File: src/rtl/ex_result_forward_pipe.sv
// ============================================================================
// Module      : ex_result_forward_pipe
// Description : EX/MEM and MEM/WB pipeline registers downstream of the ALU.
//               Drives the register-file writeback port, forwards in-flight
//               results back to the EX operands and flags load-use hazards.
//
// Parameters  : XLEN - datapath width
//               RAW  - register address width
//
// Ports       : clk, rst            clock, asynchronous active-high reset
//               ex_valid/ex_wen/ex_is_load/ex_rd/ex_alu_res
//                                   instruction currently leaving EX
//               ex_rs1/ex_rs2       EX source registers
//               rf_rs1/rf_rs2       register-file values for those sources
//               mem_rdata           data-memory read data for the MEM entry
//               stall               hold both stages (wins over flush)
//               flush               turn the EX instruction into a bubble
//               opnd_a/opnd_b       forwarded EX operands (combinational)
//               load_use            EX reads the rd of a load sitting in MEM
//               mem_alu_res         EX/MEM ALU result (data-memory address)
//               wb_valid/wb_wen/wb_rd/wb_data
//                                   MEM/WB writeback port
//
// Options     : FWD_STATS_EN - adds stat_fwd_cnt / stat_lu_cnt counters
//
// Revision    : 1.0 - initial release
// ============================================================================
`default_nettype none

module ex_result_forward_pipe #(
    parameter int XLEN = 32,
    parameter int RAW  = 5
) (
    input  logic            clk,
    input  logic            rst,
    input  logic            ex_valid,
    input  logic            ex_wen,
    input  logic            ex_is_load,
    input  logic [RAW-1:0]  ex_rd,
    input  logic [XLEN-1:0] ex_alu_res,
    input  logic [RAW-1:0]  ex_rs1,
    input  logic [RAW-1:0]  ex_rs2,
    input  logic [XLEN-1:0] rf_rs1,
    input  logic [XLEN-1:0] rf_rs2,
    input  logic [XLEN-1:0] mem_rdata,
    input  logic            stall,
    input  logic            flush,
    output logic [XLEN-1:0] opnd_a,
    output logic [XLEN-1:0] opnd_b,
    output logic            load_use,
    output logic [XLEN-1:0] mem_alu_res,
    output logic            wb_valid,
    output logic            wb_wen,
    output logic [RAW-1:0]  wb_rd,
    output logic [XLEN-1:0] wb_data
`ifdef FWD_STATS_EN
    ,
    output logic [31:0]     stat_fwd_cnt,
    output logic [31:0]     stat_lu_cnt
`endif
);

    localparam logic [RAW-1:0] c_X0 = '0;

    // ------------------------------------------------------------------
    // EX/MEM stage (M)
    // ------------------------------------------------------------------
    logic            r_m_valid;
    logic            r_m_wen;
    logic            r_m_is_load;
    logic [RAW-1:0]  r_m_rd;
    logic [XLEN-1:0] r_m_alu_res;

    always_ff @(posedge clk or posedge rst) begin
        if (rst) begin
            r_m_valid   <= 1'b0;
            r_m_wen     <= 1'b0;
            r_m_is_load <= 1'b0;
            r_m_rd      <= '0;
            r_m_alu_res <= '0;
        end else if (!stall) begin
            // A flushed instruction still moves its fields along, but as a
            // bubble that can neither write back nor be forwarded.
            r_m_valid   <= ex_valid & ~flush;
            r_m_wen     <= ex_wen & ~flush;
            r_m_is_load <= ex_is_load;
            r_m_rd      <= ex_rd;
            r_m_alu_res <= ex_alu_res;
        end
    end

    // ------------------------------------------------------------------
    // MEM/WB stage (W)
    // ------------------------------------------------------------------
    logic            r_w_valid;
    logic            r_w_wen;
    logic [RAW-1:0]  r_w_rd;
    logic [XLEN-1:0] r_w_data;
    logic [XLEN-1:0] w_m_result;

    // Loads take their result from memory in the MEM cycle.
    assign w_m_result = r_m_is_load ? mem_rdata : r_m_alu_res;

    always_ff @(posedge clk or posedge rst) begin
        if (rst) begin
            r_w_valid <= 1'b0;
            r_w_wen   <= 1'b0;
            r_w_rd    <= '0;
            r_w_data  <= '0;
        end else if (!stall) begin
            r_w_valid <= r_m_valid;
            r_w_wen   <= r_m_wen;
            r_w_rd    <= r_m_rd;
            r_w_data  <= w_m_result;
        end
    end

    assign mem_alu_res = r_m_alu_res;
    assign wb_valid    = r_w_valid;
    assign wb_wen      = r_w_wen;
    assign wb_rd       = r_w_rd;
    assign wb_data     = r_w_data;

    // ------------------------------------------------------------------
    // Operand forwarding: index 0 is operand A, index 1 is operand B.
    // ------------------------------------------------------------------
    logic [RAW-1:0]  w_rs   [2];
    logic [XLEN-1:0] w_rf   [2];
    logic [XLEN-1:0] w_opnd [2];
    logic [1:0]      w_m_rd_match;
`ifdef FWD_STATS_EN
    logic [1:0]      w_fwd_taken;
`endif

    assign w_rs[0] = ex_rs1;
    assign w_rs[1] = ex_rs2;
    assign w_rf[0] = rf_rs1;
    assign w_rf[1] = rf_rs2;

    genvar gi;
    generate
        for (gi = 0; gi < 2; gi++) begin : g_opnd
            logic w_nz;
            logic w_hit_m;
            logic w_hit_w;

            // x0 is hardwired; a pending write to it must never be seen.
            assign w_nz    = (w_rs[gi] != c_X0);
            // A load in M has no data yet, so it is skipped here and the
            // W entry (if any) becomes the source instead.
            assign w_hit_m = w_nz & r_m_valid & r_m_wen & ~r_m_is_load
                           & (r_m_rd == w_rs[gi]);
            assign w_hit_w = w_nz & r_w_valid & r_w_wen
                           & (r_w_rd == w_rs[gi]);

            assign w_opnd[gi] = w_hit_m ? r_m_alu_res :
                                w_hit_w ? r_w_data    : w_rf[gi];

            assign w_m_rd_match[gi] = (r_m_rd == w_rs[gi]);
`ifdef FWD_STATS_EN
            assign w_fwd_taken[gi] = w_hit_m | w_hit_w;
`endif
        end
    endgenerate

    assign opnd_a = w_opnd[0];
    assign opnd_b = w_opnd[1];

    // Independent of stall: the hazard unit must see it even while the
    // front end is already held.
    assign load_use = r_m_valid & r_m_wen & r_m_is_load
                    & (r_m_rd != c_X0) & (|w_m_rd_match);

`ifdef FWD_STATS_EN
    // ------------------------------------------------------------------
    // Event counters; both wrap naturally at 2^32.
    // ------------------------------------------------------------------
    logic [31:0] r_fwd_cnt;
    logic [31:0] r_lu_cnt;

    always_ff @(posedge clk or posedge rst) begin
        if (rst) begin
            r_fwd_cnt <= '0;
            r_lu_cnt  <= '0;
        end else begin
            if (!stall && ex_valid && (|w_fwd_taken)) begin
                r_fwd_cnt <= r_fwd_cnt + 32'd1;
            end
            if (load_use) begin
                r_lu_cnt <= r_lu_cnt + 32'd1;
            end
        end
    end

    assign stat_fwd_cnt = r_fwd_cnt;
    assign stat_lu_cnt  = r_lu_cnt;
`endif

endmodule

`default_nettype wire

File: config.mk
export PLATFORM = sky130hd
export DESIGN_NAME = ex_result_forward_pipe
export DESIGN_NICKNAME = d
export VERILOG_FILES = /design/src/rtl/ex_result_forward_pipe.sv
export SDC_FILE = /design/constraint.sdc
export NUM_CORES = 1
export LEC_CHECK = 0
export CORE_ASPECT_RATIO = 0.75
export CORE_MARGIN = 10
export CORE_UTILIZATION = 50
export CTS_CLUSTER_DIAMETER = 100
export DETAILED_ROUTE_END_ITERATION = 10
export DONT_BUFFER_PORTS = 1
export HOLD_SLACK_MARGIN = 0.06
export SYNTH_ARGS = -nofsm -noshare
export SYNTH_HDL_FRONTEND = slang
export SYNTH_SLANG_ARGS = --single-unit
export TNS_END_PERCENT = 20
File: constraint.sdc
create_clock -name clk -period 3.5 [get_ports clk]
set_clock_uncertainty 0.2 [all_clocks]
set_input_delay 0.525 -clock clk [delete_from_list [all_inputs] [get_ports clk]]
set_output_delay 0.525 -clock clk [all_outputs]
set_load 0.02 [all_outputs]
Word-level counts from Yosys, hierarchy flattened
Index checks and enable logic that the tools add are counted.
{ "op_classes": {"bitwise_logic": 22, "n_reduce_logical": 4, "n_eq_ne": 4, "mux": 5} }
{ "op_table": {"columns": ["op", "n"], "rows": [
  ["32-bit two-way mux", 5],
  ["1-bit bitwise AND", 20],
  ["5-bit equality test", 4],
  ["5-bit nonzero test", 3],
  ["1-bit NOT", 2],
  ["2-bit OR reduction", 1]
]} }
{ "word_totals": {"wordCells": 44, "register_bits": 79, "inputBits": 150, "output_inout_bits": 136} }

Depth between registers and ports, before layout
{ "depth": {"word_depth": 6, "mapped_depth": 8, "depth_no_buf": 5} }

Least setup slack after synthesis
Ideal clock, no wire load.
{ "synth_timing": {"path_type": "input to output", "start": "input ex_rs2[1]", "end": "output opnd_b[14]", "stages": 6, "arrival_ns": 2.045, "setup_slack_ns": 0.730, "path_buffers": 1, "required_time_ns": 2.775, "cell_sequence": "or4_1 > o211ai_2 > nor2_1 > buf_2 > mux2i_1 > a21oi_1"} }
{ "synth_via": {"elab_chain_len": 6, "elab_cells_between_ends": 12, "classes_between": "eq/ne (2); mux (2); bitwise (7); reduce/logical (1)"} }
{ "synth_rtl": {"columns": ["item", "line_no", "source"], "rows": [
  ["start, declared", "42", "input logic [RAW-1:0] ex_rs2,"],
  ["5-bit nonzero test", "148", "assign w_nz = (w_rs[gi] != c_X0);"],
  ["1-bit bitwise AND (on tied branches) (2 in a row)", "153, 151", null],
  ["1-bit bitwise AND (on tied branches)", "154, 151", null],
  ["32-bit two-way mux or 1-bit bitwise AND (tied branches)", "157, 152", null],
  ["32-bit two-way mux (*)", "156", "assign w_opnd[gi] = w_hit_m ? r_m_alu_res :"],
  ["end, declared", "49", "output logic [XLEN-1:0] opnd_b,"]
]} }
Every way passes the cells marked *; elsewhere a longest branch is shown, timed or not.

Final worst setup path
{ "layout_timing": {"start": "register r_m_rd[0]", "end": "output opnd_a[23]"} }
{ "layout_via": {"elab_chain_len": 3} }
{ "layout_rtl": {"columns": ["item", "line_no", "source"], "rows": [
  ["start, declared", "71", "logic [RAW-1:0] r_m_rd;"],
  ["start signal, assigned", "87", "r_m_rd <= ex_rd;"],
  ["5-bit equality test", "152", "& (r_m_rd == w_rs[gi]);"],
  ["1-bit bitwise AND", "152", null],
  ["32-bit two-way mux", "156", null],
  ["end, declared", "48", "output logic [XLEN-1:0] opnd_a,"]
]} }
Every way passes these cells.

==> impl_metrics.env <==
export IMPL_core_um2=9740
export IMPL_ys_top_cells_by_count="mux2i_1, dfrtp_1, nor2_1, a21oi_1, nand2_1"
export IMPL_startpoint_type="register"
export IMPL_detail_route_wirelength_um=17000
export IMPL_crit_arrival_ns=2.58
export IMPL_routabilityCongestion=0.870
export IMPL_vias=3962
export IMPL_crit_family="simple AND/OR/NAND/NOR gates"
export IMPL_hold_path_class="in2reg"
export IMPL_antenna_found_initial=0
export IMPL_die_w_um=136
export IMPL_crit_chain="xnor2_1 -> nand4_1 -> or3_2 -> buf_12 -> nor2_1 -> a21oi_1 -> buf_4"
export IMPL_die_height_um=107
export IMPL_crit_buf_inv=2
export IMPL_end_kind="output port"
export IMPL_rsz0062_at_grt="false"
export IMPL_track_usage_pct=22.5
export IMPL_path_clk_slew_ns=0.06
export IMPL_cts_tree="done"
export IMPL_firstDrtPassIters=5
export IMPL_irDropWorstVdd_uv=268
export IMPL_p_leak_nw=2.53
export IMPL_io_pins=286
export IMPL_worst_r2r_path_depth=3
export IMPL_grt_max_degree=114
export IMPL_slew_headroom_pct=31.9
export IMPL_initial_core_util_pct=51.5
export IMPL_wire_per_inst_um=25.4
export IMPL_async_reset_ff_share_pct=100
export IMPL_synth_warnings=0
export IMPL_cts_resized_gates=0
export IMPL_layout_nets=683
export IMPL_post_route_cell_area_um2=5690
export IMPL_layout_min_cycle_time_ns=3.30
export IMPL_cts_sinks=79
export IMPL_synth_lib_cells_used_distinct=38
export IMPL_post_dp_hpwl_um=12900
export IMPL_hold_viol_final=0
export IMPL_post_cts_buffers=0
export IMPL_clock_latency_ns=0.33
export IMPL_min_path_cells=1
export IMPL_yosysMostFrequentCell="mux2i_1"
export IMPL_synth_area_per_cell_um2=9.84
export IMPL_fin_crit_sh_pct=94.4
export IMPL_finalMaxSlewViolations=0
export IMPL_cts_buffers=9
export IMPL_cts_hold_buf=0
export IMPL_setup_tns_ns=0
export IMPL_synth_seq_cells=79
export IMPL_drc_errors=0
export IMPL_synth_nets=659
export IMPL_dpl_cell_area_um2=5380
export IMPL_drt_iter0_markers=303
export IMPL_ys_flop_type="dfrtp_1"
export IMPL_p_per_area_nw_per_um2=474
export IMPL_clockBufferDepth=2
export IMPL_path_depth=7
export IMPL_syn_cell_area_um2=5010
export IMPL_grt_pass1_vias=4192
export IMPL_worst_pin_slew_ns=1.02
export IMPL_cap_violations=0
export IMPL_max_freq_mhz=303
export IMPL_port_buffers=0
export IMPL_crit_fanout=26
export IMPL_synth_seq_area_share_pct=39.5
export IMPL_cts_root_buf="clkbuf_16"
export IMPL_overflow=0
export IMPL_worst_path_max_delay_cell="or3_2"
export IMPL_drive_gt1_share_pct=27.1
export IMPL_rows=31
export IMPL_syn2layout_area_growth_pct=13.6
export IMPL_vias_per_cell=5.91
export IMPL_n_fill_cell=866
export IMPL_netlist_top_cells_area="dfrtp_1, mux2i_1, mux2_2, nor2_1, a21oi_2"
export IMPL_htreeDepth=3
export IMPL_crit_type="reg2out"
export IMPL_syn_inst=509
export IMPL_synth_top_area_share_pct=39.5
export IMPL_status="finished clean"
export IMPL_synth_edf_count=0
export IMPL_required_ns=2.77
export IMPL_setup_viol=0
export IMPL_max_stage_delay_ns=0.79
export IMPL_yosysTopAreaCell="dfrtp_1"
export IMPL_ant_nets=0
export IMPL_dieArea_um2=14500
export IMPL_grt_pass1_wl_um=25700
export IMPL_insertedDiodeCount=0
-- flip-flops by register name, summed over array words and instances, names as in the netlist --
signal       count
r_m_is_load      1
r_m_wen          1
r_m_valid        1
mem_alu_res     32
wb_data         32
wb_valid         1
wb_wen           1
wb_rd            5
r_m_rd           5
-- report_power, final --
group	internal [W]	switching (W)	leakage (nW)
clock network	0.000619	0.000362	0.155
registers	0.00102	0.000302	0.945
logic	0.000192	0.000205	1.43
-- worst reg2reg max path, cell delays in order (launching register included) --
cell and delay [ns]:
dfrtp_2 0.35, buf_4 0.53, mux2i_1 0.30, o21ai_0 0.11
-- metrics by stage --
stage / util [%] / total power (W) / std cells / setup WS [ns] / hold slack [ns]
after floorplan: - / 0.00160 / 509 / 0.730 / 0.291
after detailed placement: 55.3 / 0.00174 / 654 / 0.309 / 0.350
after global placement: 55.3 / 0.00173 / 654 / 0.368 / 0.354
after CTS: 58.5 / 0.00273 / 670 / 0.189 / 0.0674
after global routing: 58.5 / 0.00282 / 670 / 0.0437 / 0.0666
final: 58.5 / 0.00270 / 670 / 0.195 / 0.0784
-- cell usage in the layout (no fill, tap or decap), types with 7 or more instances in the layout --
| cell | netlist | final |
|---|---|---|
| o21ai_1 | 7 | 7 |
| a21oi_2 | 29 | 29 |
| xnor2_1 | 11 | 11 |
| nor2_1 | 68 | 67 |
| xor2_1 | 9 | 9 |
| dfrtp_1 | 79 | 78 |
| clkbuf_16 | 0 | 9 |
| mux2_2 | 40 | 40 |
| o21ai_0 | 27 | 27 |
| nand2_1 | 44 | 44 |
| mux2i_1 | 85 | 85 |
| a21oi_1 | 47 | 47 |
| buf_4 | 10 | 46 |
-- routing by layer --
layer  GRT usage (%)  wire, µm
met5               0         0
met4            6.83       277
met3            10.6      2160
met2            37.5      8350
met1            25.0      6230
-- worst paths after layout --
check                       startpoint              end  slack, ns
setup / recovery             r_m_rd[0]       opnd_a[23]       0.20
hold / removal                   flush        r_m_valid       0.08
setup reg to reg           r_m_is_load       wb_data[5]       1.90
hold reg to reg              r_m_valid        r_m_valid       0.37
max in group asynchronous          rst      r_m_is_load       2.19
min in group asynchronous          rst  mem_alu_res[30]       0.18
-- logic make-up after synthesis --
kind of cell | synth area share, %
muxes | 27.1
and+or+nand+nor | 11.1
AOI/OAI and AO/OA | 14.3
DFF | 39.5
buffers and inverters | 4.57
xor gates and xnor gates | 3.50
-- layout make-up --
class	instances	area (µm²)	area share, %
flip-flops and latches	79	1980	34.7
clock inverters	7	87.6	1.54
repair buffers	49	405	7.12
multi-input cells	393	2830	49.6
clock buffers	9	225	3.96
well taps	132	165	2.90
inverters	1	5.00	0.0879
No activity file was read; power rests on OpenSTA's default activity.
